--- src/rtl/axi4_burst_writer.sv ---
// AXI4 write-only burst master: takes one (address, length) command, streams source words
// into a single INCR burst through a one-entry output register, then collects the write response.
module axi4_burst_writer #(
    parameter int C_M_AXI_ADDR_WIDTH = 32,
    parameter int C_M_AXI_DATA_WIDTH = 32,
    parameter int MAX_BEATS          = 64
) (
    input  logic                              M_AXI_ACLK,
    input  logic                              M_AXI_ARESETN,
    input  logic                              cmd_valid,
    output logic                              cmd_ready,
    input  logic [C_M_AXI_ADDR_WIDTH-1:0]     cmd_addr,
    input  logic [7:0]                        cmd_len,
    input  logic [C_M_AXI_DATA_WIDTH-1:0]     s_data,
    input  logic                              s_valid,
    output logic                              s_ready,
    output logic                              done,
    output logic                              err,
    output logic [C_M_AXI_ADDR_WIDTH-1:0]     M_AXI_AWADDR,
    output logic [7:0]                        M_AXI_AWLEN,
    output logic [2:0]                        M_AXI_AWSIZE,
    output logic [1:0]                        M_AXI_AWBURST,
    output logic                              M_AXI_AWVALID,
    input  logic                              M_AXI_AWREADY,
    output logic [C_M_AXI_DATA_WIDTH-1:0]     M_AXI_WDATA,
    output logic [C_M_AXI_DATA_WIDTH/8-1:0]   M_AXI_WSTRB,
    output logic                              M_AXI_WLAST,
    output logic                              M_AXI_WVALID,
    input  logic                              M_AXI_WREADY,
    input  logic [1:0]                        M_AXI_BRESP,
    input  logic                              M_AXI_BVALID,
    output logic                              M_AXI_BREADY
);

    localparam int BYTES = C_M_AXI_DATA_WIDTH / 8;
    localparam int SIZE  = $clog2(BYTES);
    localparam logic [C_M_AXI_ADDR_WIDTH-1:0] ALIGN_MASK = C_M_AXI_ADDR_WIDTH'(BYTES - 1);

    typedef enum logic [1:0] {IDLE, ADDR, DATA, RESP} state_e;

    state_e                          state_q, state_d;
    logic [C_M_AXI_ADDR_WIDTH-1:0]   addr_q, addr_d;
    logic [7:0]                      len_q, len_d;
    logic [8:0]                      cnt_q, cnt_d;
    logic [C_M_AXI_DATA_WIDTH-1:0]   wdata_q, wdata_d;
    logic                            wvalid_q, wvalid_d;
    logic                            wlast_q, wlast_d;
    logic                            done_q, done_d;
    logic                            err_q, err_d;

    logic        cmdIllegal;
    logic [31:0] burstBytes;
    logic [31:0] endOffset;
    logic        sLoad;
    logic        wFire;

    // A command is rejected if too long, misaligned, or if it would run past a 4 KB page.
    always_comb begin
        burstBytes = (32'(cmd_len) + 32'd1) << SIZE;
        endOffset  = 32'(cmd_addr[11:0]) + burstBytes;
        cmdIllegal = ((32'(cmd_len) + 32'd1) > 32'(MAX_BEATS))
                  || ((cmd_addr & ALIGN_MASK) != '0)
                  || (endOffset > 32'd4096);
    end

    always_ff @(posedge M_AXI_ACLK or negedge M_AXI_ARESETN) begin
        if (!M_AXI_ARESETN) begin
            state_q  <= IDLE;
            addr_q   <= '0;
            len_q    <= '0;
            cnt_q    <= '0;
            wdata_q  <= '0;
            wvalid_q <= 1'b0;
            wlast_q  <= 1'b0;
            done_q   <= 1'b0;
            err_q    <= 1'b0;
        end else begin
            state_q  <= state_d;
            addr_q   <= addr_d;
            len_q    <= len_d;
            cnt_q    <= cnt_d;
            wdata_q  <= wdata_d;
            wvalid_q <= wvalid_d;
            wlast_q  <= wlast_d;
            done_q   <= done_d;
            err_q    <= err_d;
        end
    end

    always_comb begin
        state_d = state_q;
        unique case (state_q)
            IDLE:    if (cmd_valid && !cmdIllegal) state_d = ADDR;
            ADDR:    if (M_AXI_AWREADY) state_d = DATA;
            DATA:    if (wvalid_q && M_AXI_WREADY && wlast_q) state_d = RESP;
            RESP:    if (M_AXI_BVALID) state_d = IDLE;
            default: state_d = IDLE;
        endcase
    end

    // Bus handshake outputs; s_ready lets a new word in whenever the output register is free or draining.
    always_comb begin
        cmd_ready     = (state_q == IDLE);
        M_AXI_AWVALID = (state_q == ADDR);
        M_AXI_BREADY  = (state_q == RESP);
        s_ready       = (state_q == DATA) && (cnt_q <= {1'b0, len_q})
                     && (!wvalid_q || M_AXI_WREADY);
    end

    always_comb begin
        addr_d   = addr_q;
        len_d    = len_q;
        cnt_d    = cnt_q;
        wdata_d  = wdata_q;
        wvalid_d = wvalid_q;
        wlast_d  = wlast_q;
        done_d   = 1'b0;
        err_d    = 1'b0;
        sLoad    = s_valid && s_ready;
        wFire    = wvalid_q && M_AXI_WREADY;

        if (state_q == IDLE && cmd_valid) begin
            if (cmdIllegal) begin
                done_d = 1'b1;
                err_d  = 1'b1;
            end else begin
                addr_d = cmd_addr;
                len_d  = cmd_len;
                cnt_d  = '0;
            end
        end

        if (sLoad) begin
            wdata_d  = s_data;
            wvalid_d = 1'b1;
            wlast_d  = (cnt_q == {1'b0, len_q});
            cnt_d    = cnt_q + 9'd1;
        end else if (wFire) begin
            wvalid_d = 1'b0;
            wlast_d  = 1'b0;
        end

        if (state_q == RESP && M_AXI_BVALID) begin
            done_d = 1'b1;
            err_d  = (M_AXI_BRESP != 2'b00);
        end
    end

    assign M_AXI_AWADDR  = addr_q;
    assign M_AXI_AWLEN   = len_q;
    assign M_AXI_AWSIZE  = 3'(SIZE);
    assign M_AXI_AWBURST = 2'b01;
    assign M_AXI_WDATA   = wdata_q;
    assign M_AXI_WSTRB   = '1;
    assign M_AXI_WLAST   = wlast_q;
    assign M_AXI_WVALID  = wvalid_q;
    assign done          = done_q;
    assign err           = err_q;

endmodule
--- config.mk ---
export PLATFORM = sky130hd
export DESIGN_NAME = axi4_burst_writer
export DESIGN_NICKNAME = d
export VERILOG_FILES = /design/src/rtl/axi4_burst_writer.sv
export SDC_FILE = /design/constraint.sdc
export NUM_CORES = 1
export LEC_CHECK = 0
export CORE_MARGIN = 4
export CORE_UTILIZATION = 44
export CTS_CLUSTER_DIAMETER = 80
export DETAILED_ROUTE_END_ITERATION = 16
export GPL_ROUTABILITY_DRIVEN = 0
export PLACE_DENSITY = 0.8
export SLEW_MARGIN = 25
export SYNTH_ARGS = -nofsm -noshare
export SYNTH_HDL_FRONTEND = slang
export SYNTH_SLANG_ARGS = --single-unit
--- constraint.sdc ---
create_clock -name M_AXI_ACLK -period 2.62 [get_ports M_AXI_ACLK]
set_input_delay 0.524 -clock M_AXI_ACLK [delete_from_list [all_inputs] [get_ports M_AXI_ACLK]]
set_output_delay 0.524 -clock M_AXI_ACLK [all_outputs]
set_load 0.02 [all_outputs]
# Yosys cells after proc, flatten, opt, wreduce, memory -nomap -nowiden
# Index checks and enable logic that the tools add are counted.
# Widths: inputs -> output; s select.
[word_totals]
regBits = 87
latchBits = 0
ram_bits = 0
rom_bits = 0
n_memories = 0
[classes]
n_addsub = 3
n_mul = 0
div_mod_pow = 0
magnitude_cmp = 3
eq_ne = 9
shift = 0
n_mux = 15
bitwise = 1
n_reduce_logical = 21
[op_table]
columns = ["op", "count"]
rows = [
  ["$add 12x32->32", 1],
  ["$gt 32x13->1 const B", 1],
  ["$reduce_bool 32->1", 1],
  ["$mux 9", 3],
  ["$add 8x1->9 const B", 1],
  ["$add 9x1->9 const B", 1],
  ["$eq 9x8->1", 1],
  ["$gt 9x7->1 const B", 1],
  ["$le 9x8->1", 1],
  ["$logic_and 1x1->1", 8],
  ["$mux 2", 4],
  ["$pmux 2 s4", 1],
  ["$mux 1", 7],
  ["$ne 2x1->1 const B", 3],
  ["$reduce_bool 2->1", 3],
  ["$eq 2x2->1 const B", 2],
  ["$ne 2x2->1 const B", 2],
  ["$reduce_and 2->1", 2],
  ["$reduce_and 4->1", 1],
  ["$logic_or 1x1->1", 3],
  ["$eq 2x1->1 const B", 1],
  ["$logic_not 1->1", 2],
  ["$logic_not 2->1", 1],
  ["$not 1->1", 1],
]

# Logic depth before layout (Yosys ltp)
[depth]
depth_word = 8
depth_mapped = 15
depth_no_buf = 13

# Least setup slack after synthesis
# No wires, ideal clock.
[synth_timing]
path_kind = "input to register"
startpoint = "input cmd_len[0]"
endpoint = "register addr_q[10] (netlist: M_AXI_AWADDR[10])"
setup_ns = 0.127
arrival_time_ns = 3.197
t_required_ns = 2.493
setup_slack_ns = -0.705
path_stages = 15
path_buffers = 2
path_cell_list = "ha_1 nand2_1 nor2_1 xnor2_1 inv_1 ha_1 nor3b_1 nor4_1 nand3_1 nor4_2 a31oi_2 nor2_2 buf_6 buf_8 mux2_1"
[synth_between]
elab_chain_len = 6
[synth_rtl]
columns = ["item", "line_no", "text"]
rows = [
  ["start, declared", "13", "input logic [7:0] cmd_len,"],
  ["$add 8x1->9 *", "59, 61", ""],
  ["$add 12x32->32 / $gt 9x7->1 (equally long branches)", "60, 61", ""],
  ["$gt 32x13->1 / $logic_or 1x1->1 (equally long branches)", "63, 62", ""],
  ["$logic_or 1x1->1 *", "63", "|| (endOffset > 32'd4096);"],
  ["$not 1->1 (no line) *", "-", ""],
  ["$reduce_and 2->1 (no line) *", "-", ""],
  ["end signal, assigned", "79", "addr_q <= addr_d;"],
  ["end, declared", "42", "logic [C_M_AXI_ADDR_WIDTH-1:0] addr_q, addr_d;"],
]
# Every way passes the cells marked *; elsewhere a longest branch is shown, timed or not.
# A chain may end at the register's enable or synchronous reset.

# Worst setup path after layout
[layout_timing]
startpoint = "input cmd_len[1]"
endpoint = "register addr_q[27] (netlist: M_AXI_AWADDR[27])"
# The elaborated chain is that of the path after synthesis.

==> PnR_summary.wiki <==
{| class="wikitable"
! Metric !! Value
|-
| Number of rows in the core area || 36
|-
| Average cell area after synthesis || between 9 and 10 sq um
|-
| Unrepaired setup endpoints after global routing || true
|-
| Wire length on met2 || 8250 um
|-
| Final setup violation count || 53
|-
| Leakage || ~0.0036 uW
|-
| Critical-path cell with the highest stage delay || sky130_fd_sc_hd__mux2_4
|-
| CTS Buf Count || 9
|-
| Total half-perimeter wirelength after legalization and detailed placement || just over 9000 um
|-
| First-pass GRT wire length || 22200 um
|-
| Wire length on met1 || between 5000 and 6000 um
|-
| Violations in the final reports || negative setup slack
|-
| Critical path data arrival time || about 3.4 ns
|-
| Remaining global-route overflow || 0
|-
| Area enclosed by the die boundary || between 10000 and 15000 sq um
|-
| Clock sink total || 87
|-
| Number of storage elements in the synthesis netlist || 87
|-
| Maximum buffer depth of the clock tree || 2
|-
| Initial Utilization || 0.455
|-
| Type of element capturing the critical path || flop
|-
| Number of standard cells in the final layout excluding fillers || roughly 840
|-
| Largest delay contributor family on the critical path || simple AND/OR/NAND/NOR gates
|-
| Share of cells above drive strength 1 || 0.315
|-
| Worst setup SP type || input pin
|-
| Total standard cell area after synthesis || between 4000 and 5000 sq um
|-
| Portion of the clock cycle consumed by the worst path in the final layout || 1.20
|-
| IO Pins || 170
|-
| Chip height || 109 um
|-
| Share of power burned in the clock network || 0.130
|-
| Drt via density || about 5.2
|-
| Wire length reported by the detailed router || approximately 16000 um
|-
| Distinct cell type count after synthesis || 52
|-
| Via count of the first global-routing pass || about 4600
|-
| Initial detailed-routing violation count || ~250
|-
| Final Critical Period || 3.14 ns
|-
| Path type of the worst setup path || input pin to flop
|-
| Critical path buffers and inverters || 4
|-
| CTS root buffer || sky130_fd_sc_hd__clkbuf_8
|-
| Switching pwr || about 2900 uW
|-
| Number of warnings issued by yosys || 0
|-
| Cell mode on critical path || sky130_fd_sc_hd__buf_12
|-
| Switching Share || 0.395
|-
| Area Overhead vs Synth || 73.3%
|-
| Antenna-violating nets left || 0
|-
| Maximum resistive drop on vdd || 0.707 mV
|-
| Min-Delay Path Class || input pin to asynchronous set/reset pin
|-
| Antenna violations before repair || 0
|-
| Number of max-capacitance violations reported || 0
|-
| Via count || about 4300
|-
| Required time at the worst-slack endpoint || ~2.9 ns
|-
| Top library cells by usage in the layout, fill and taps aside || 148 x sky130_fd_sc_hd__clkdlybuf4s50_1, 120 x sky130_fd_sc_hd__nand2_1, 87 x sky130_fd_sc_hd__dfrtp_1
|-
| Critical Path, Cell by Cell || buf_12, ha_4, nand3_1, xnor2_2, ha_4, and3b_1, nor4_2, nand3_2, nor4_4, a31oi_4, nor2_4, buf_12, buf_12, buf_16, mux2_4
|-
| Proportion of power drawn by flip-flops and latches || 0.309
|-
| Stage delay of the slowest cell on the critical path || around 0.31 ns
|-
| Mapped Cells || 449
|-
| Horiz. Die Dim || roughly 110 um
|-
| Met3 WL || 916 um
|-
| Count of buffers from port buffering || 160
|-
| Clock tree from TritonCTS || done
|-
| Routed wirelength normalized by instance count || approximately 19 um
|-
| N_diodes || 0
|-
| Core region area || between 9000 and 10000 sq um
|-
| Int Power || 4410 uW
|-
| H-tree level count || 3
|-
| Overall routing resource usage || 0.238
|-
| Number of max-slew violations in the final report || 0
|-
| Final worst-path setup slack || -0.520 ns
|-
| Pin count of the biggest net entering global routing || 53
|-
| Setup TNS || -20.21 ns
|-
| Final clock skew || ~0.016 ns
|-
| Number of failing hold endpoints at the final stage || 0
|-
| Power Density || about 940 nW/um^2
|-
| Highest achievable clock rate || roughly 320 MHz
|-
| Clock latency on the worst-skew pair || between 0.3 and 0.4 ns
|-
| Leading cell type in the layout, fill and taps excluded || sky130_fd_sc_hd__clkdlybuf4s50_1
|-
| Final layout net count || around 800
|-
| Share of flip-flops with an asynchronous set or reset after synthesis || 1.00
|-
| Worst-path maximum fanout || 7
|-
| Number of instances in the placed design || approximately 780
|-
| Commonest register cell after synthesis || sky130_fd_sc_hd__dfrtp_1
|-
| Number of flops mapped to enable cells by yosys || 0
|-
| Pre-CTS setup slack || -1.29 ns
|-
| Sequential cell area fraction in the yosys report || 0.488
|-
| Fraction of power consumed by combinational cells || 0.561
|-
| Highest signal layer in the routed design || met4
|-
| Outcome || finished with violations
|-
| Total iterations of the first detailed-routing run || 4
|-
| Total DRC errors in the routed layout || 0
|-
| Post-CTS clock slew at the launch and capture registers of the worst setup and hold paths || 0.10 ns
|}
-- path summary, 6_finish.rpt --
check,start,endpoint,slack [ns],depth (start not counted)
setup reg to reg,M_AXI_AWLEN[0]$_DFFE_PN0P_,M_AXI_WDATA[13]$_DFFE_PN0P_,0.23,11
hold / removal,M_AXI_ARESETN,M_AXI_WDATA[31]$_DFFE_PN0P_,0.10,1
hold reg to reg,M_AXI_WDATA[10]$_DFFE_PN0P_,M_AXI_WDATA[10]$_DFFE_PN0P_,0.48,2
setup / recovery,cmd_len[1],M_AXI_AWADDR[27]$_DFFE_PN0P_,-0.52,15
min in group M_AXI_ACLK,M_AXI_WDATA[10]$_DFFE_PN0P_,M_AXI_WDATA[10]$_DFFE_PN0P_,0.48,2
max in group asynchronous,M_AXI_ARESETN,M_AXI_AWADDR[31]$_DFFE_PN0P_,1.87,2
-- area by class of cell --
| type | count | area [sq um] |
|---|---|---|
| multi-input combinational | 325 | 2620 |
| timing repair buffer | 253 | 2500 |
| sequential | 87 | 2180 |
| fill | 622 | 2080 |
| tap | 133 | 166 |
| clock buffer | 10 | 138 |
| inverter | 21 | 78.8 |
| clock inverter | 6 | 51.3 |
-- power by group through the flow --
| stage | sequential, uW | combinational [uW] | clock, uW |
|---|---|---|---|
| after global routing | 2320 | 4390 | 1020 |
| after detailed placement | 2230 | 3550 | 0 |
| after floorplan | 2870 | 1100 | 0 |
| after CTS | 2220 | 3920 | 945 |
| final | 2250 | 4090 | 946 |
| after global placement | 2200 | 3450 | 0 |
-- cells in the mapped netlist, drive strengths merged (2+ instances only) --
library cell  instances  area share
nand3                15       0.017
nand2               122        0.10
and2                  7      0.0098
o2111ai               2      0.0039
ha                   25       0.070
nor2b                10       0.014
nor2                 13       0.011
a31oi                 2      0.0042
a21oi                 7      0.0078
xor2                  4      0.0078
o211ai                3      0.0050
nor4                  4      0.0070
inv                  21       0.018
buf                  13       0.028
conb                  2      0.0017
nor3                  7      0.0078
o21ai                22       0.025
nand2b                3      0.0042
clkbuf               10      0.0084
mux2                 38       0.096
a2111oi               2      0.0067
o21a                  2      0.0034
dfrtp                87        0.49
nand4                 2      0.0028
nor3b                 3      0.0050
xnor2                 4      0.0078
-- per-layer routing --
layer  vias to the layer above  track usage
li1                       1992            -
met1                      2133        0.277
met2                       154        0.436
met3                        43       0.0485
met4                         0       0.0794
met5                         -            0
-- registers in the layout, indices dropped and copies added (netlist names) --
| name | count |
|---|---|
| M_AXI_AWADDR | 32 |
| M_AXI_WDATA | 32 |
| cnt_q | 9 |
| M_AXI_AWLEN | 8 |
| state_q | 2 |
| M_AXI_WLAST | 1 |
| M_AXI_WVALID | 1 |
| done | 1 |
| err | 1 |
-- metrics by stage --
step	utilization	power (uW)	instance area [sq um]	hold slack (ns)
2_1_floorplan	-	3970	4550	0.228
3_3_place_gp	0.672	5650	6600	0.456
3_5_place_dp	0.672	5790	6600	0.464
4_1_cts	0.764	7090	7500	0.119
5_1_grt	0.788	7730	7740	0.125
6_report	0.788	7290	7740	0.101
-- logic make-up after synthesis --
group | count (synthesis) | synth area share
compound gates | 52 | 0.0788
xor+xnor | 8 | 0.0157
fa+ha+maj | 26 | 0.0746
buf+inv | 44 | 0.0538
flops | 87 | 0.488
mux | 39 | 0.0981
other cells | 2 | 0.00168
simple gates | 191 | 0.190
-- worst reg2reg max path, cell delays in order (launching register included) --
cell and delay (ns):
sky130_fd_sc_hd__dfrtp_1 0.44, sky130_fd_sc_hd__ha_1 0.30, sky130_fd_sc_hd__nand4_1 0.13, sky130_fd_sc_hd__nor4_2 0.25, sky130_fd_sc_hd__buf_4 0.17, sky130_fd_sc_hd__o311a_1 0.16, sky130_fd_sc_hd__buf_4 0.11, sky130_fd_sc_hd__buf_4 0.10
sky130_fd_sc_hd__and3_2 0.28, sky130_fd_sc_hd__buf_6 0.23, sky130_fd_sc_hd__nand2_1 0.09, sky130_fd_sc_hd__nand2_1 0.06
-- what timing repair did --
action	CTS	global route
endpoints found under the setup margin	54	81
hold buffers	0	0
pin swaps	27	18
gates resized for setup	129	48
cloned	5	0
buffers inserted	31	8
Note: power is estimated with default switching activity, not from simulation.
